### src/rtl/lab1_imul_resp_accum_pkg.sv
`default_nettype none
// ============================================================================
// Module   : lab1_imul_resp_accum_pkg
// Purpose  : Shared types and default widths for the multiplier response
//            accumulator (control/status bundles between ctrl and dpath).
// Contents : c_NBITS, c_LEN_NBITS        - default product/sum and length widths
//            lab1_imul_resp_accum_cs_t   - control signals ctrl -> dpath
//            lab1_imul_resp_accum_ss_t   - status signals  dpath -> ctrl
// Revision : 1.0 - initial release
// ============================================================================
package lab1_imul_resp_accum_pkg;

  localparam int c_NBITS     = 32;
  localparam int c_LEN_NBITS = 8;

  typedef struct packed {
    logic sum_clr;      // zero the running sum
    logic sum_en;       // add the accepted product into the sum
    logic remain_load;  // load the run length from cfg_len
    logic remain_dec;   // one product consumed
  } lab1_imul_resp_accum_cs_t;

  typedef struct packed {
    logic remain_is_one;  // the product being accepted is the last of the run
    logic len_is_zero;    // the offered run length is empty
  } lab1_imul_resp_accum_ss_t;

endpackage
`default_nettype wire

### src/rtl/lab1_imul_resp_accum_ctrl.sv
`default_nettype none
// ============================================================================
// Module   : lab1_imul_resp_accum_ctrl
// Purpose  : Control unit of the response accumulator. Three-state Moore
//            machine (IDLE -> ACCUM -> DONE -> IDLE); all ready/valid
//            outputs depend only on the current state.
// Ports    : clk, reset         - clock, synchronous active-high reset
//            i_cfg_val/o_cfg_rdy - run-length config handshake
//            i_in_val/o_in_rdy   - product handshake
//            o_out_val/i_out_rdy - sum handshake
//            o_cs / i_ss         - control to / status from the datapath
// Revision : 1.0 - initial release
// ============================================================================
module lab1_imul_resp_accum_ctrl
  import lab1_imul_resp_accum_pkg::*;
(
  input  logic                     clk,
  input  logic                     reset,
  input  logic                     i_cfg_val,
  output logic                     o_cfg_rdy,
  input  logic                     i_in_val,
  output logic                     o_in_rdy,
  output logic                     o_out_val,
  input  logic                     i_out_rdy,
  output lab1_imul_resp_accum_cs_t o_cs,
  input  lab1_imul_resp_accum_ss_t i_ss
);

  typedef enum logic [1:0] {
    ST_IDLE  = 2'd0,
    ST_ACCUM = 2'd1,
    ST_DONE  = 2'd2
  } state_t;

  state_t r_state;
  state_t w_state_next;
  logic   w_cfg_go;
  logic   w_in_go;
  logic   w_out_go;

  always_ff @(posedge clk) begin
    if (reset) begin
      r_state <= ST_IDLE;
    end else begin
      r_state <= w_state_next;
    end
  end

  // Handshake "go" terms use the Moore ready/valid outputs, so they never
  // feed back into those outputs.
  assign w_cfg_go = i_cfg_val && o_cfg_rdy;
  assign w_in_go  = i_in_val  && o_in_rdy;
  assign w_out_go = o_out_val && i_out_rdy;

  always_comb begin
    w_state_next     = r_state;
    o_cfg_rdy        = 1'b0;
    o_in_rdy         = 1'b0;
    o_out_val        = 1'b0;
    o_cs.sum_clr     = 1'b0;
    o_cs.sum_en      = 1'b0;
    o_cs.remain_load = 1'b0;
    o_cs.remain_dec  = 1'b0;

    case (r_state)
      ST_IDLE: begin
        o_cfg_rdy        = 1'b1;
        o_cs.sum_clr     = w_cfg_go;
        o_cs.remain_load = w_cfg_go;
        if (w_cfg_go) begin
          // An empty run goes straight to DONE and reports a zero sum.
          w_state_next = i_ss.len_is_zero ? ST_DONE : ST_ACCUM;
        end
      end
      ST_ACCUM: begin
        o_in_rdy        = 1'b1;
        o_cs.sum_en     = w_in_go;
        o_cs.remain_dec = w_in_go;
        if (w_in_go && i_ss.remain_is_one) begin
          w_state_next = ST_DONE;
        end
      end
      ST_DONE: begin
        o_out_val = 1'b1;
        // Always return through IDLE: no config is taken in the same cycle
        // the sum leaves.
        if (w_out_go) begin
          w_state_next = ST_IDLE;
        end
      end
      default: begin
        w_state_next = ST_IDLE;
      end
    endcase
  end

endmodule
`default_nettype wire

### src/rtl/lab1_imul_resp_accum_dpath.sv
`default_nettype none
// ============================================================================
// Module   : lab1_imul_resp_accum_dpath
// Purpose  : Datapath of the response accumulator: running sum register,
//            remaining-count register, wrapping adder and (optionally) a
//            sticky carry-out flag.
// Ports    : clk, reset         - clock, synchronous active-high reset
//            i_cs               - control bundle from the control unit
//            o_ss               - status bundle to the control unit
//            i_cfg_len          - run length offered on the config port
//            i_in_msg           - product offered on the input port
//            o_out_msg          - current running sum
//            o_out_ovf          - sticky carry flag (LAB1_IMUL_RESP_ACCUM_OVF_EN)
// Macro    : LAB1_IMUL_RESP_ACCUM_OVF_EN adds the carry flag register/port.
// Revision : 1.0 - initial release
// ============================================================================
module lab1_imul_resp_accum_dpath
  import lab1_imul_resp_accum_pkg::*;
#(
  parameter int p_nbits     = c_NBITS,
  parameter int p_len_nbits = c_LEN_NBITS
) (
  input  logic                     clk,
  input  logic                     reset,
  input  lab1_imul_resp_accum_cs_t i_cs,
  output lab1_imul_resp_accum_ss_t o_ss,
  input  logic [p_len_nbits-1:0]   i_cfg_len,
  input  logic [p_nbits-1:0]       i_in_msg,
`ifdef LAB1_IMUL_RESP_ACCUM_OVF_EN
  output logic                     o_out_ovf,
`endif
  output logic [p_nbits-1:0]       o_out_msg
);

  localparam logic [p_len_nbits-1:0] c_ONE = p_len_nbits'(1);

  logic [p_nbits-1:0]     r_sum;
  logic [p_len_nbits-1:0] r_remain;
  logic [p_nbits-1:0]     w_sum_next;

`ifdef LAB1_IMUL_RESP_ACCUM_OVF_EN
  logic w_carry;
  logic r_ovf;

  // One extra bit captures the carry out of the p_nbits-wide add.
  assign {w_carry, w_sum_next} = {1'b0, r_sum} + {1'b0, i_in_msg};

  always_ff @(posedge clk) begin
    if (reset || i_cs.sum_clr) begin
      r_ovf <= 1'b0;
    end else if (i_cs.sum_en && w_carry) begin
      r_ovf <= 1'b1;
    end
  end

  assign o_out_ovf = r_ovf;
`else
  // Sum wraps modulo 2^p_nbits; the carry is simply dropped.
  assign w_sum_next = r_sum + i_in_msg;
`endif

  always_ff @(posedge clk) begin
    if (reset || i_cs.sum_clr) begin
      r_sum <= '0;
    end else if (i_cs.sum_en) begin
      r_sum <= w_sum_next;
    end
  end

  always_ff @(posedge clk) begin
    if (reset) begin
      r_remain <= '0;
    end else if (i_cs.remain_load) begin
      r_remain <= i_cfg_len;
    end else if (i_cs.remain_dec) begin
      r_remain <= r_remain - c_ONE;
    end
  end

  assign o_ss.remain_is_one = (r_remain == c_ONE);
  assign o_ss.len_is_zero   = (i_cfg_len == '0);
  assign o_out_msg          = r_sum;

endmodule
`default_nettype wire

### src/rtl/lab1_imul_resp_accum.sv
`default_nettype none
// ============================================================================
// Module   : lab1_imul_resp_accum
// Purpose  : Consumer of the integer multiplier's response stream. Accepts a
//            run length N on the config port, sums the next N products
//            (modulo 2^p_nbits) and emits one sum message.
// Ports    : clk, reset                - clock, synchronous active-high reset
//            cfg_val/cfg_rdy/cfg_len   - run-length config handshake
//            in_val/in_rdy/in_msg      - product stream (multiplier resp)
//            out_val/out_rdy/out_msg   - accumulated sum
//            out_ovf                   - sticky carry flag (optional)
// Macro    : LAB1_IMUL_RESP_ACCUM_OVF_EN - when defined, adds out_ovf, set if
//            any add of the run carried out of p_nbits bits.
// Revision : 1.0 - initial release
// ============================================================================
module lab1_imul_resp_accum
  import lab1_imul_resp_accum_pkg::*;
#(
  parameter int p_nbits     = c_NBITS,
  parameter int p_len_nbits = c_LEN_NBITS
) (
  input  logic                   clk,
  input  logic                   reset,
  input  logic                   cfg_val,
  output logic                   cfg_rdy,
  input  logic [p_len_nbits-1:0] cfg_len,
  input  logic                   in_val,
  output logic                   in_rdy,
  input  logic [p_nbits-1:0]     in_msg,
  output logic                   out_val,
  input  logic                   out_rdy,
`ifdef LAB1_IMUL_RESP_ACCUM_OVF_EN
  output logic                   out_ovf,
`endif
  output logic [p_nbits-1:0]     out_msg
);

  lab1_imul_resp_accum_cs_t w_cs;
  lab1_imul_resp_accum_ss_t w_ss;

  lab1_imul_resp_accum_ctrl u_ctrl (
    .clk       (clk),
    .reset     (reset),
    .i_cfg_val (cfg_val),
    .o_cfg_rdy (cfg_rdy),
    .i_in_val  (in_val),
    .o_in_rdy  (in_rdy),
    .o_out_val (out_val),
    .i_out_rdy (out_rdy),
    .o_cs      (w_cs),
    .i_ss      (w_ss)
  );

  lab1_imul_resp_accum_dpath #(
    .p_nbits     (p_nbits),
    .p_len_nbits (p_len_nbits)
  ) u_dpath (
    .clk       (clk),
    .reset     (reset),
    .i_cs      (w_cs),
    .o_ss      (w_ss),
    .i_cfg_len (cfg_len),
    .i_in_msg  (in_msg),
`ifdef LAB1_IMUL_RESP_ACCUM_OVF_EN
    .o_out_ovf (out_ovf),
`endif
    .o_out_msg (out_msg)
  );

endmodule
`default_nettype wire
### config.mk
export PLATFORM = sky130hd
export DESIGN_NAME = lab1_imul_resp_accum
export DESIGN_NICKNAME = d
export VERILOG_FILES = /design/src/rtl/lab1_imul_resp_accum_pkg.sv /design/src/rtl/lab1_imul_resp_accum_ctrl.sv /design/src/rtl/lab1_imul_resp_accum_dpath.sv /design/src/rtl/lab1_imul_resp_accum.sv
export SDC_FILE = /design/constraint.sdc
export NUM_CORES = 1
export LEC_CHECK = 0
export BUFFER_PORTS_ARGS = -buffer_cell sky130_fd_sc_hd__buf_2
export CORE_MARGIN = 1
export CORE_UTILIZATION = 45
export CTS_CLUSTER_DIAMETER = 30
export DETAILED_ROUTE_END_ITERATION = 7
export GPL_ROUTABILITY_DRIVEN = 1
export PLACE_DENSITY = 0.72
export SETUP_SLACK_MARGIN = 0.02
export SYNTH_ARGS = -nofsm -noshare
export SYNTH_HDL_FRONTEND = slang
export SYNTH_SLANG_ARGS = --single-unit
### constraint.sdc
create_clock -name clk -period 3.57 [get_ports clk]
set_clock_uncertainty 0.15 [all_clocks]
set_input_delay 0.714 -clock clk [delete_from_list [all_inputs] [get_ports clk]]
set_output_delay 0.714 -clock clk [all_outputs]
set_load 0.02 [all_outputs]
# == Word-level counts from Yosys, hierarchy flattened ==
# Index checks and enable logic that the tools add are counted.
# W data, S select, Z words.
# classes
eq_ne,6
addsub,2
muxes,12
reduce_logical,9
# op_table
cell,count
$add A32 B32 Y32,1
$mux W8,2
$eq A8 B1 Y1 const B,1
$logic_not A8 Y1,1
$mux W2,4
$sub A8 B1 Y8 const B,1
$ne A2 B1 Y1 const B,3
$pmux W2 S3,1
$mux W1,5
$logic_and A1 B1 Y1,4
$reduce_and A3 Y1,1
$eq A2 B1 Y1 const B,1
$eq A2 B2 Y1 const B,1
$logic_not A2 Y1,1
$reduce_bool A2 Y1,1
$logic_or A1 B1 Y1,1
# totals
out_inout_bits,35
elab_cells,32
ff_bits,42
inputBits,45

# == Logic depth before layout (Yosys ltp) ==
# Gate-level depths: netlist of run 1.
# depth
ltp_word,6
depth_mapped,10

# == Modules after synthesis ==
# Synthesis of run 1 repeated with hierarchy kept, for this count alone.
# hier_totals
hier_cells,425
hier_area_um2,3423.3
# by_module_without_submodules
mod,area_each_um2,instances,cells_each,seq_area_each_um2
lab1_imul_resp_accum_dpath,3278.1,1,408,800.8
lab1_imul_resp_accum_ctrl,145.1,1,17,40.0

# == Worst setup path after synthesis of run 1 ==
# OpenSTA, ideal clock, no wires.
# synth_timing
path_type,input to register
start,input port in_msg[0]
end,register u_dpath.r_sum[24] (netlist: u_dpath.o_out_msg[24])
stages,10
arrival_time_ns,2.905
path_buffers,0
slack_ns,0.393
path_cell_list,ha_1 -> fa_1 -> a21o_1 -> a221o_1 -> a2111oi_4 -> o31a_2 -> o21bai_1 -> a21o_1 -> xnor2_1 -> o21ai_1
# synth_between
elab_chain_cells,1
# synth_rtl
element,line,source
start: declaration,lab1_imul_resp_accum.sv:29,"input logic [p_nbits-1:0] in_msg,"
$add A32 B32 Y32,lab1_imul_resp_accum_dpath.sv:59,assign w_sum_next = r_sum + i_in_msg;
end signal: assignment,lab1_imul_resp_accum_dpath.sv:66,r_sum <= w_sum_next;
end: declaration,lab1_imul_resp_accum_dpath.sv:37,logic [p_nbits-1:0] r_sum;
# No other way between the ends.
# A chain may end at the register's enable or synchronous reset.

# == Worst setup path after layout of run 1 ==
# layout_timing
start,input port in_msg[0]
end,register u_dpath.r_sum[26] (netlist: u_dpath.o_out_msg[26])
# The elaborated chain is that of the path after synthesis.

==> results.md, run 1 <==
Logic synthesis:
- The prevailing post-synth register cell is sky130_fd_sc_hd__dfxtp_1.
- Yosys printed 0 warnings.
- The area share of the leading cell type in the synthesized netlist is 24.36%.
- The gate count after technology mapping is 457.
- The commonest cells after synthesis are sky130_fd_sc_hd__nand2_1 (50), sky130_fd_sc_hd__a21oi_1 (48), sky130_fd_sc_hd__nor2_1 (47), sky130_fd_sc_hd__dfxtp_1 (42), sky130_fd_sc_hd__ha_1 (33).
- The portion of the post-synthesis area used by sequential elements is 24.36%.
- The per-instance average area after synthesis is 7.554 sq um.
- After synthesis the netlist holds a flip-flop and latch count of 42.
- The synthesized netlist contains 54 unique library cells.
- In this run, synthesis inferred 0 flip-flops with an integrated enable.
- Synthesis produced a netlist with a net count of 536.
- Ranked by total cell area, the synthesized netlist is headed by sky130_fd_sc_hd__dfxtp_1 (24%), sky130_fd_sc_hd__ha_1 (12%), sky130_fd_sc_hd__a21oi_1 (7.0%).
- After synthesis the cells add up to 3452 sq um.
- Of all flip-flops after synthesis, the portion carrying an async set or reset was 0%.
- Yosys instantiated no cell more often than sky130_fd_sc_hd__nand2_1.
- The largest area contributor in the synthesized netlist is sky130_fd_sc_hd__dfxtp_1.

Setup path:
- The required time at the endpoint of the critical path is 3630 ps.
- The type of element launching the critical path is an input port.
- The register-to-register setup slack is 580 ps.
- The maximum net fanout on the critical path is 4.
- The launching point of the worst reg2reg path is u_dpath.o_out_msg[0].
- The reg-to-reg endpoint is u_dpath.o_out_msg[26].
- The nature of the critical path endpoint is a register.
- For the worst setup path, the data arrival time is 3240 ps.
- The depth of the most critical reg-to-reg path is 10.
- The start-to-end type of the worst setup path is input port to register.

Hold path:
- The min-delay analysis places its worst path in the category register to register.
- The startpoint identified for the worst hold timing path is u_dpath.o_out_msg[3].
- The depth of the worst hold-timing path is 2.
- The hold path endpoint is u_dpath.o_out_msg[3].

STA:
- The slack of the critical path is 392.2 ps.
- The max-slew violation count came to 0.
- In this run the tightest slew margin relative to its limit is 61.03%.
- Setup repair after global routing left no endpoint under its margin.
- For the pin with the worst max-slew slack, the measured transition is 578.4 ps.
- The final setup violation count is 0.
- After routing, the total negative slack on setup checks comes to 0 ps.
- The top achievable clock speed is 0.3147 GHz.
- The count of final hold-check violations is 0.
- The clock period minus worst slack is 3178 ps.
- After layout, the worst path uses 89.01% of the clock period.

Drt:
- The detail route stage leaves a number of antenna-violating nets equal to 0.
- The number of DRC markers after the initial detailed-route iteration is 183.
- Using the TritonRoute via totals, the vias-per-cell ratio works out to 5.783.
- The average routed wire per standard cell is 14.57 um.
- The number of DRC violations after detailed routing is 0.
- The routed layout has 3620 vias.
- The sum of routed wire length over all layers is 9119 um.
- The first TritonRoute pass finished after 7 iterations.

Clock network:
- The number of buffers inserted by hold repair at cts is 0.
- After clock tree synthesis, the clock-pin slew on the worst setup and hold paths is 90 ps.
- The later-pin clock latency in the skew report is 300 ps.
- In this run the clock root is driven by a sky130_fd_sc_hd__clkbuf_8.
- The setup fix buffers added after clock tree synthesis is 0.
- Buffers inserted during clock tree synthesis total 5.
- The number of buffers on the longest clock path is 2.
- The post-cts repair resize count is 0.
- The clock tree from TritonCTS is built.
- The count of H-tree levels built during CTS is 2.
- The count of clock tree sinks is 42.

Layout:
- The final-stage net count is 605.
- With fillers left out, the area of the finished cells amounts to 4025 sq um.
- The area added between synthesis and finish is 16.60%.
- The number of diodes added for antenna fixing is 0.
- The fraction of final layout cells with drive strength greater than 1 is 19.92%.
- At the end of the flow the core is filled with cells to 54.91%.

Place:
- The placement-stage worst setup slack is 128.4 ps.
- The weighted congestion at the end of routability-driven global placement is 0.9115.
- The count of buffers inserted at the top-level ports is 79.
- The instance area after placement is 3930 sq um.
- Once detailed placement completed, the half-perimeter wirelength came to 6992 um.

Pwr:
- Across the VDD grid, the largest voltage drop is 146.0 uV.
- The power per unit of standard cell area is 322.5 nW/um^2.
- For this design the static power due to leakage is 1.830 nW.

Floorplan:
- The initial utilization of the core area, before any placement, comes to 47.09%.
- The number of core rows is 31.
- The die is 89.59 um tall.
- The chip width is 89.59 um.
- The region available for standard cell placement spans 7331 sq um.
- The number of top-level design ports is 80.
- The floorplan step defined a die boundary enclosing 8025 sq um.

GRT:
- The via count of the first global-routing pass is 3245.
- The wire length of the first global-routing pass is 14570 um.
- The total global routing track utilization is 23.09%.
- The pin count of the biggest net entering global routing is 19.
- The initial antenna violation count came to 0.
- After global routing the overflow that remains totals 0.

Job:
- The max-cap check violation count is 0.

Run status:
- The flow ran to the end, and the final reports show no timing, DRC or antenna violations.
[area by class of cell]
cell class | instances | area [sq um]
clock buffer | 6 | 82.58
timing repair buffer | 85 | 440.4
fill | 727 | 3306
sequential | 42 | 840.8
clock inverter | 2 | 12.51
tap | 99 | 123.9
inverter | 10 | 37.54
multi-input combinational | 382 | 2487
[flip-flops by register name, indices dropped and copies added (netlist names)]
register	count
u_dpath.o_out_msg	32
u_dpath.r_remain	8
u_ctrl.r_state	2
[cells by family after synthesis]
family | share of synthesized area, %
compound gates | 28.38
xor+xnor | 6.343
fa+ha+maj | 12.54
buf+inv | 3.589
flops | 24.36
mux | 0.2900
simple gates | 24.50
[cell usage in the layout (no fill, tap or decap), types with 6 or more instances in the layout]
master                     count
sky130_fd_sc_hd__xor2_1       11
sky130_fd_sc_hd__nand3_1      27
sky130_fd_sc_hd__nor2_1       47
sky130_fd_sc_hd__nand4_1       8
sky130_fd_sc_hd__nor3_1       11
sky130_fd_sc_hd__a211oi_1      6
sky130_fd_sc_hd__a21oi_1      48
sky130_fd_sc_hd__dfxtp_1      42
sky130_fd_sc_hd__clkbuf_8      6
sky130_fd_sc_hd__xnor2_1      14
sky130_fd_sc_hd__a21o_1       16
sky130_fd_sc_hd__nand2_1      50
sky130_fd_sc_hd__buf_4         6
sky130_fd_sc_hd__nor2b_1       7
sky130_fd_sc_hd__o21ai_0      28
sky130_fd_sc_hd__buf_2        79
sky130_fd_sc_hd__ha_1         33
sky130_fd_sc_hd__inv_1        10
[worst max-delay path: stages]
cell	delay, ps
sky130_fd_sc_hd__buf_2	100
sky130_fd_sc_hd__ha_1	210
sky130_fd_sc_hd__fa_1	410
sky130_fd_sc_hd__a21o_1	210
sky130_fd_sc_hd__a221o_1	400
sky130_fd_sc_hd__a21o_1	250
sky130_fd_sc_hd__a31oi_4	190
sky130_fd_sc_hd__a21oi_2	110
sky130_fd_sc_hd__o31ai_1	290
sky130_fd_sc_hd__xor2_1	110
sky130_fd_sc_hd__a211oi_1	230
[metal layers]
metal	global-route usage, %	vias to the layer above	part of all wire [%]
li1	-	1823	-
met1	31.03	1668	48
met2	39.33	122	46
met3	3.199	7	5.2
met4	5.051	0	0.88
met5	0	-	0
[power breakdown]
group | switching (mW) | internal, mW | leakage [nW] | total (mW)
clock network | 0.185 | 0.156 | 0.0472 | 0.341
logic | 0.264 | 0.165 | 1.44 | 0.429
registers | 0.0295 | 0.498 | 0.341 | 0.527
[worst max-delay path by stage]
stage | from | end | slack, ps | depth (start not counted)
final | in_msg[0] | u_dpath.o_out_msg[26] | 390 | 11
after CTS | in_msg[0] | u_dpath.o_out_msg[26] | 430 | 11
after floorplan | in_msg[0] | u_dpath.o_out_msg[24] | 390 | 10
after global routing | in_msg[0] | u_dpath.o_out_msg[26] | 290 | 11
after detailed placement | in_msg[0] | u_dpath.o_out_msg[26] | 130 | 11
after global placement | in_msg[0] | u_dpath.o_out_msg[24] | 170 | 11
[metrics by stage]
| stage | hold WS [ps] | std cells | total power, mW |
|---|---|---|---|
| final | 324.2 | 626 | 1.298 |
| after global routing | 347.3 | 626 | 1.380 |
| after CTS | 325.9 | 626 | 1.305 |
| after detailed placement | 312.8 | 618 | 0.9606 |
| after global placement | 305.8 | 618 | 0.9556 |
| after floorplan | 314.2 | 457 | 0.8389 |
Note: power is estimated with default switching activity, not from simulation.
==> run 2: changes to the inputs <==
--- a/config.mk
+++ b/config.mk
@@ -5,13 +5,14 @@
 export SDC_FILE = /design/constraint.sdc
 export NUM_CORES = 1
 export LEC_CHECK = 0
+export ABC_AREA = 1
 export BUFFER_PORTS_ARGS = -buffer_cell sky130_fd_sc_hd__buf_2
 export CORE_MARGIN = 1
-export CORE_UTILIZATION = 45
+export CORE_UTILIZATION = 40
 export CTS_CLUSTER_DIAMETER = 30
 export DETAILED_ROUTE_END_ITERATION = 7
 export GPL_ROUTABILITY_DRIVEN = 1
-export PLACE_DENSITY = 0.72
+export PLACE_DENSITY = 0.64
 export SETUP_SLACK_MARGIN = 0.02
 export SYNTH_ARGS = -nofsm -noshare
 export SYNTH_HDL_FRONTEND = slang
==> results.md, run 2 <==
GRT:
- The pin count of the biggest net entering global routing is 39 (+20).
- The via count of the first global-routing pass was 4102 (+26%).
- The overflow left after global routing came to 0 (unchanged).
- The total global routing track utilization came to 21.09% (-2.0 points).
- The initial antenna violation count is 0 (unchanged).
- The wire length of the first global-routing pass is 19090 um (+31%).

Logic synthesis:
- The portion of the post-synthesis area used by sequential elements was 19.52% (-4.8 points).
- The count of distinct cell types in the synthesized netlist is 33 (-39%).
- For this run, the leading register cell type out of synthesis is sky130_fd_sc_hd__dfxtp_1.
- The gate count after technology mapping is 743 (+63%).
- In the synthesized netlist, the cells that appear most often are sky130_fd_sc_hd__nand2_1 (262), sky130_fd_sc_hd__inv_1 (151), sky130_fd_sc_hd__dfxtp_1 (42), sky130_fd_sc_hd__nor2_1 (41), sky130_fd_sc_hd__nand3_1 (39).
- The net count after synthesis is 822 (+53%).
- The area share of the leading cell type in the synthesized netlist is 22.84% (-1.5 points).
- The fraction of registers with async set/reset is 0% (unchanged).
- The cell area after synthesis is 4307 sq um (+25%).
- Sorting the synthesized cells by area gives the leading types as sky130_fd_sc_hd__nand2_1 (23%), sky130_fd_sc_hd__dfxtp_1 (20%), sky130_fd_sc_hd__inv_1 (13%).
- The number of enable flip-flop cells after synthesis was 0 (unchanged).
- The cell with the most instances after synthesis is sky130_fd_sc_hd__nand2_1.
- The synthesis-stage register bit count is 42 (unchanged).
- Summed over all instances, the cell type with the most area after synthesis is sky130_fd_sc_hd__nand2_1.
- The Yosys warning count is 0 (unchanged).
- The per-instance average area after synthesis is 5.796 sq um (-23%).

Layout:
- The total non-filler cell area in the finished layout is 4951 sq um (+23%).
- The final-stage net count is 899 (+49%).
- The fraction of final layout cells with drive strength greater than 1 was 16.32% (-3.6 points).
- The non-filler instance count after layout is 958 (+53%).
- The number of flip-flops under the largest register name is 32 (unchanged).
- The library cell used most frequently in the layout, excluding fill and tap cells, is sky130_fd_sc_hd__nand2_1.
- The area added between synthesis and finish is 14.96%.
- In the layout the commonest cells are sky130_fd_sc_hd__nand2_1 (262), sky130_fd_sc_hd__inv_1 (151), sky130_fd_sc_hd__buf_2 (79), sky130_fd_sc_hd__dfxtp_1 (42), sky130_fd_sc_hd__nor2_1 (41).

Clock network:
- The post-cts repair resize count was 0 (unchanged).
- The clock-pin transition on the worst setup and hold timing paths is 100 ps (about the same).
- The count of clock tree sinks came to 42 (unchanged).
- The number of buffers on the longest clock path was 2 (unchanged).
- The number of buffers inserted by hold repair at cts is 0 (unchanged).
- The count of H-tree levels built during CTS is 2 (unchanged).
- The later-pin clock latency in the skew report is 320 ps (+20 ps).
- The clock tree from TritonCTS is built.
- The tree is rooted in a sky130_fd_sc_hd__clkbuf_8.
- The setup fix buffers added after clock tree synthesis is 0 (unchanged).
- The number of buffers added by the clock tree synthesis step came to 5 (unchanged).

Drt:
- The first-pass iteration count of the detailed router came to 4 (-3).
- The average routed wire per standard cell is 11.70 um (-20%).
- The via-per-instance ratio is 4.616 (-20%).
- The number of nets with antenna violations after detailed routing came to 0 (unchanged).
- The number of DRC markers after the initial detailed-route iteration came to 212 (+16%).
- The sum of routed wire length over all layers is 11210 um (+23%).
- The number of DRC violations after detailed routing is 0 (unchanged).
- The number of vias after detailed routing was 4422 (+22%).

Place:
- The number of cells after detailed placement is 949 (+54%).
- The count of buffers inserted at the top-level ports is 79 (unchanged).
- The final HPWL from detailed placement came to 8926 um (+28%).
- The weighted congestion at the end of routability-driven global placement is 0.8609 (-5.6%).
- The instance area after placement is 4835 sq um (+23%).

Setup path:
- The required time at the endpoint of the critical path is 3690 ps (+60 ps).
- STA classifies the critical path endpoint as a register.
- The register-to-register setup slack is 1230 ps (+650 ps).
- The arrival time at the worst endpoint is 2450 ps (-790 ps).
- The maximum net fanout on the critical path was 38 (+34).
- The type of element launching the critical path is a register.
- The start-to-end type of the worst setup path is register to register.

Hold path:
- The worst hold path belongs to the class register to register.

STA:
- The final period utilization was 65.53% (-23 points).
- The max-slew violation count came to 0 (unchanged).
- The final setup TNS is 0 ps (unchanged).
- The final setup violation count is 0 (unchanged).
- The clock period minus worst slack is 2339 ps (-838.5 ps).
- The hold slack is 339.7 ps (+15.53 ps).
- The top achievable clock speed is 0.4275 GHz (+36%).
- The count of final hold-check violations came to 0 (unchanged).
- Setup repair after global routing left no endpoint under its margin.
- The actual slew at the worst max-slew pin is 648.2 ps (+69.82 ps).
- The normalized max-slew margin is 56.72% (-4.3 points).

Pwr:
- The largest vdd supply drop is 165.1 uV (+13%).
- The power per unit of standard cell area is 328.8 nW/um^2 (+2.0%).
- The leakage power came to 3.091 nW (+69%).

Floorplan:
- The number of core rows came to 37 (+19%).
- The number of top-level design ports is 80 (unchanged).
- The chip width is 105.8 um (+18%).
- The core footprint is 10370 sq um (+41%).
- The initial core utilization is 41.53% (-5.6 points).
- The die boundary height is 105.8 um (+18%).
- The floorplan die area came to 11190 sq um (+39%).

Job:
- The max-cap check violation count is 0 (unchanged).

Run status:
- The flow ran to the end, and the final reports show no timing, DRC or antenna violations.
==> run 2: changes by cell type after synthesis, sizes merged, moves of 17 or more <==
cell / before / now
inv: 10 / 161
nand2: 50 / 281
clkbuf: 21 / 3
o21bai: 2 / 19
a21oi: 50 / 28
nand3: 27 / 45
==> run 2: path summary, 6_finish.rpt <==
path                             from               endpoint  cells past startpoint
setup / recovery    u_ctrl.r_state[0]  u_dpath.o_out_msg[10]                      8
hold / removal    u_dpath.r_remain[1]    u_dpath.r_remain[1]                      2
setup reg to reg    u_ctrl.r_state[0]  u_dpath.o_out_msg[10]                      8
hold reg to reg   u_dpath.r_remain[1]    u_dpath.r_remain[1]                      2
==> run 2: cells by family (layout without fill, tap and decap cells) <==
logic type / Yosys count / in the layout / share of synthesized area (%)
AOI/OAI and AO/OA: 86 / 86 / 12.32
other: 0 / 1 / 0
xor gates and xnor gates: 21 / 21 / 4.271
and+or+nand+nor: 388 / 388 / 38.58
DFF: 42 / 42 / 19.52
buffers and inverters: 172 / 250 / 15.25
adders and majority gates: 34 / 34 / 10.05
==> run 2: metrics by stage <==
stage                     worst slack [ps]  power, mW  utilization [%]
after detailed placement             930.3      1.219            46.62
after floorplan                       1215      1.047                -
final                                 1231      1.628            47.74
after global placement               977.0      1.220            46.62
after CTS                             1195      1.636            47.72
after global routing                 949.5      1.748            47.72
==> run 2: power by group <==
part	leakage [nW]	total, mW	internal [mW]	switching [mW]
clock	0.0504	0.418	0.209	0.209
sequential	0.342	0.547	0.511	0.0360
combinational	2.70	0.662	0.235	0.427
==> run 2: routing by layer <==
layer  up-vias  wire [um]  global-route usage (%)  share of wire (%)
met4         0        166                   5.060                1.5
met1      1886       5477                   28.09                 49
met2        97       4930                   35.20                 44
met5         -          0                       0                  0
li1       2428          -                       -                  -
met3        11        633                   3.649                5.6
==> run 2: final cells by class <==
cell class / count / area (sq um)
timing repair buffer: 81 / 410.4
tap: 136 / 170.2
antenna: 1 / 2.502
inverter: 161 / 604.3
multi-input combinational: 529 / 2809
clock inverter: 3 / 45.04
fill: 1159 / 5419
sequential: 42 / 840.8
clock buffer: 5 / 68.82
==> run 2: worst max-delay path, cell delays in order (launching register included) <==
cell and delay (ps):
sky130_fd_sc_hd__dfxtp_1 400, sky130_fd_sc_hd__inv_2 60, sky130_fd_sc_hd__nor2_4 100, sky130_fd_sc_hd__nand2_2 280, sky130_fd_sc_hd__inv_2 600, sky130_fd_sc_hd__buf_4 350, sky130_fd_sc_hd__o21ai_0 100, sky130_fd_sc_hd__o21bai_1 170
sky130_fd_sc_hd__inv_1 60
==> run 3: changes to the inputs <==
==> constraint.sdc (replaced) <==
create_clock -name clk -period 2.3 [get_ports clk]
set_clock_uncertainty 0.15 [all_clocks]
set_input_delay 0.46 -clock clk [delete_from_list [all_inputs] [get_ports clk]]
set_output_delay 0.46 -clock clk [all_outputs]
set_load 0.02 [all_outputs]
==> results.md, run 3 (synthesized netlist as in run 2, its figures left out) <==
Floorplan:
- The die boundary height came to 105.8 um (unchanged).
- The chip width is 105.8 um (unchanged).
- The initial core utilization is 41.53% (unchanged).
- The number of core rows is 37 (unchanged).
- The floorplan die area came to 11190 sq um (unchanged).
- The number of top-level design ports is 80 (unchanged).
- The core footprint is 10370 sq um (unchanged).

GRT:
- The via count of the first global-routing pass is 4100 (-0.049%).
- The overflow left after global routing was 0 (unchanged).
- The total global routing track utilization came to 20.98% (-0.11 points).
- The wire length of the first global-routing pass came to 18860 um (-1.2%).
- The initial antenna violation count is 0 (unchanged).
- The pin count of the biggest net entering global routing is 55 (+41%).

Drt:
- The number of DRC violations after detailed routing is 0 (unchanged).
- The number of DRC markers after the initial detailed-route iteration is 258 (+22%).
- The number of nets with antenna violations after detailed routing is 0 (unchanged).
- The sum of routed wire length over all layers is 11160 um (-0.43%).
- The number of vias after detailed routing came to 4423 (+0.023%).
- The via-per-instance ratio came to 4.598 (-0.39%).
- The average routed wire per standard cell is 11.60 um (-0.84%).
- The first-pass iteration count of the detailed router is 4 (unchanged).

STA:
- The max-slew violation count came to 0 (unchanged).
- The top achievable clock speed is 0.4863 GHz (+14%).
- Setup repair after global routing left no endpoint under its margin.
- The actual slew at the worst max-slew pin is 344.1 ps (-304.1 ps).
- The slack of the critical path came to 243.5 ps (-987.2 ps).
- The final setup violation count is 0 (unchanged).
- The count of final hold-check violations came to 0 (unchanged).
- The final period utilization is 89.41% (+24 points).
- The clock period minus worst slack is 2057 ps (-282.8 ps).
- The normalized max-slew margin is 77.06% (+20 points).

Pwr:
- The power per unit of standard cell area is 525.3 nW/um^2 (+60%).
- The part of the power in the clock network is 28.4% (+2.7 points).
- The power spent charging and discharging nets came to 1.033 mW (+54%).
- The overall power after layout is 2.638 mW (+62%).
- The sequential power share is 32.2% (-1.4 points).
- The combinational fraction of design power is 39.4% (-1.3 points).
- The largest vdd supply drop is 300.2 uV (+82%).
- The internal power consumption is 1.606 mW (+68%).
- The switching power share of the total is 39.14% (-2.2 points).
- The leakage power is 3.137 nW (+1.5%).

Setup path:
- The critical path starts at u_dpath.o_out_msg[0].
- STA classifies the critical path endpoint as a register.
- The critical path goes through ha_1 > fa_1 > nand3_1 > nand3_1 > nand2_1 > nand2_2 > nand2_1 > nand2_1 > xor2_1 > o21bai_1 > inv_1.
- The endpoint of the most critical setup path is u_dpath.o_out_msg[16].
- The register-to-register setup slack is 240 ps (-990 ps).
- The delay contributed by the slowest stage of the critical path is 440 ps (-160 ps).
- The maximum net fanout on the critical path is 4 (-89%).
- The required time at the endpoint of the critical path was 2370 ps (-1320 ps).
- STA classifies the critical path startpoint as a register.
- The launching point of the worst reg2reg path is u_dpath.o_out_msg[0].
- The critical path is of the register to register type.
- The reg-to-reg endpoint is u_dpath.o_out_msg[16].
- The depth of the most critical reg-to-reg path was 11 (+3).
- The critical path's most frequent cell is sky130_fd_sc_hd__nand2_1.
- The slowest stage cell on the critical path is sky130_fd_sc_hd__fa_1.
- The arrival time at the worst endpoint was 2130 ps (-320 ps).

Clock network:
- The number of buffers added by the clock tree synthesis step is 5 (unchanged).
- The number of buffers on the longest clock path was 2 (unchanged).
- The CTS root buffer is sky130_fd_sc_hd__clkbuf_8.
- The setup fix buffers added after clock tree synthesis came to 0 (unchanged).
- The count of H-tree levels built during CTS is 2 (unchanged).
- The count of clock tree sinks is 42 (unchanged).
- The clock-pin transition on the worst setup and hold timing paths is 100 ps (about the same).
- The number of buffers inserted by hold repair at cts is 0 (unchanged).
- TritonCTS built the clock tree.
- The post-cts repair resize count is 0 (unchanged).
- The later-pin clock latency in the skew report is 320 ps (about the same).

Place:
- The final HPWL from detailed placement is 8847 um (-0.89%).
- The instance area after placement is 4885 sq um (+1.0%).
- The weighted congestion at the end of routability-driven global placement was 0.8762 (+1.8%).
- The placement-stage worst setup slack came to -5.059 ps (-935.4 ps).
- The count of buffers inserted at the top-level ports was 79 (unchanged).

Layout:
- The number of flip-flops under the largest register name is 32 (unchanged).
- Leaving out fill and tap cells, the most frequent cell in the layout is sky130_fd_sc_hd__nand2_1.
- The fraction of final layout cells with drive strength greater than 1 is 16.83% (+0.51 points).
- The multi-input combinational cell area was 2809 sq um (unchanged).
- The total non-filler cell area in the finished layout is 5022 sq um (+1.4%).
- The area taken by flip-flops and latches came to 840.8 sq um (unchanged).
- The number of diodes added for antenna fixing came to 0 (-1).
- The area added between synthesis and finish is 16.62%.
- The final-stage net count is 904 (+0.56%).
- The utilization after layout came to 48.43% (+0.69 points).
- Leaving out fill and tap cells, the most frequent cells in the layout are sky130_fd_sc_hd__nand2_1 (262), sky130_fd_sc_hd__inv_1 (151), sky130_fd_sc_hd__buf_2 (79), sky130_fd_sc_hd__dfxtp_1 (42), sky130_fd_sc_hd__nor2_1 (41).
- The count of fill cells added during filler insertion came to 1156 (-0.26%).

Hold path:
- The type of the worst min-delay path is input port to register.

Job:
- The max-cap check violation count is 0 (unchanged).

Run status:
- The flow ran to the end, and the final reports show no timing, DRC or antenna violations.
run 3: cell count changes in the layout (fill, tap and decap cells not counted), sizes merged:
| cell | change |
|---|---|
| buf | +5 |
| bufinv | +1 |
| clkinv | +1 |
| clkinvlp | -2 |
| diode | -1 |
run 3: power groups by stage:
stage          logic [mW]  registers, mW  clock network (mW)
6_report             1.04          0.849               0.750
5_1_grt              1.17          0.859               0.795
4_1_cts              1.04          0.849               0.773
3_5_place_dp         1.03          0.867                   0
3_3_place_gp         1.03          0.867                   0
2_1_floorplan       0.718          0.906                   0
run 3: layer usage:
| metal | vias up | GRT usage (%) | share of wire [%] |
|---|---|---|---|
| li1 | 2435 | - | - |
| met2 | 99 | 35.57 | 45 |
| met5 | - | 0 | 0 |
| met3 | 9 | 3.587 | 5.1 |
| met1 | 1880 | 27.80 | 49 |
| met4 | 0 | 4.266 | 0.98 |
run 3: worst max-delay path, delay by kind of cell, from the launching register on:
kind	cells	cell delay, ps
fa+ha+maj	2	650
simple gates	6	530
flops	1	330
xor+xnor	1	140
compound gates	1	120
buf+inv	1	50
run 3: how the worst min path moves through the flow:
stage | depth (start not counted) | endpoint | slack, ps | from
finish | 3 | u_dpath.r_remain[4] | 270 | cfg_len[4]
global route | 3 | u_dpath.r_remain[7] | 280 | cfg_len[7]
CTS | 3 | u_dpath.r_remain[0] | 270 | cfg_len[0]
detailed placement | 2 | u_dpath.o_out_msg[0] | 330 | u_dpath.o_out_msg[0]
global placement | 2 | u_dpath.r_remain[1] | 330 | u_dpath.r_remain[1]
floorplan | 2 | u_dpath.r_remain[1] | 310 | u_dpath.r_remain[1]
run 3: cell type report:
class	instances	area share, %
Clock buffer	5	1.370
Clock inverter	3	1.370
Inverter	161	12.03
Multi-Input combinational cell	529	55.93
Sequential cell	42	16.74
Tap cell	136	3.388
Timing Repair Buffer	86	9.168
run 3: through the flow:
stage               setup TNS (ps)  hold slack (ps)  instances
floorplan                        0            308.6        743
global placement                 0            330.3        954
detailed placement          -5.059            332.0        954
CTS                              0            265.2        962
global route                     0            277.0        962
finish                           0            270.4        962
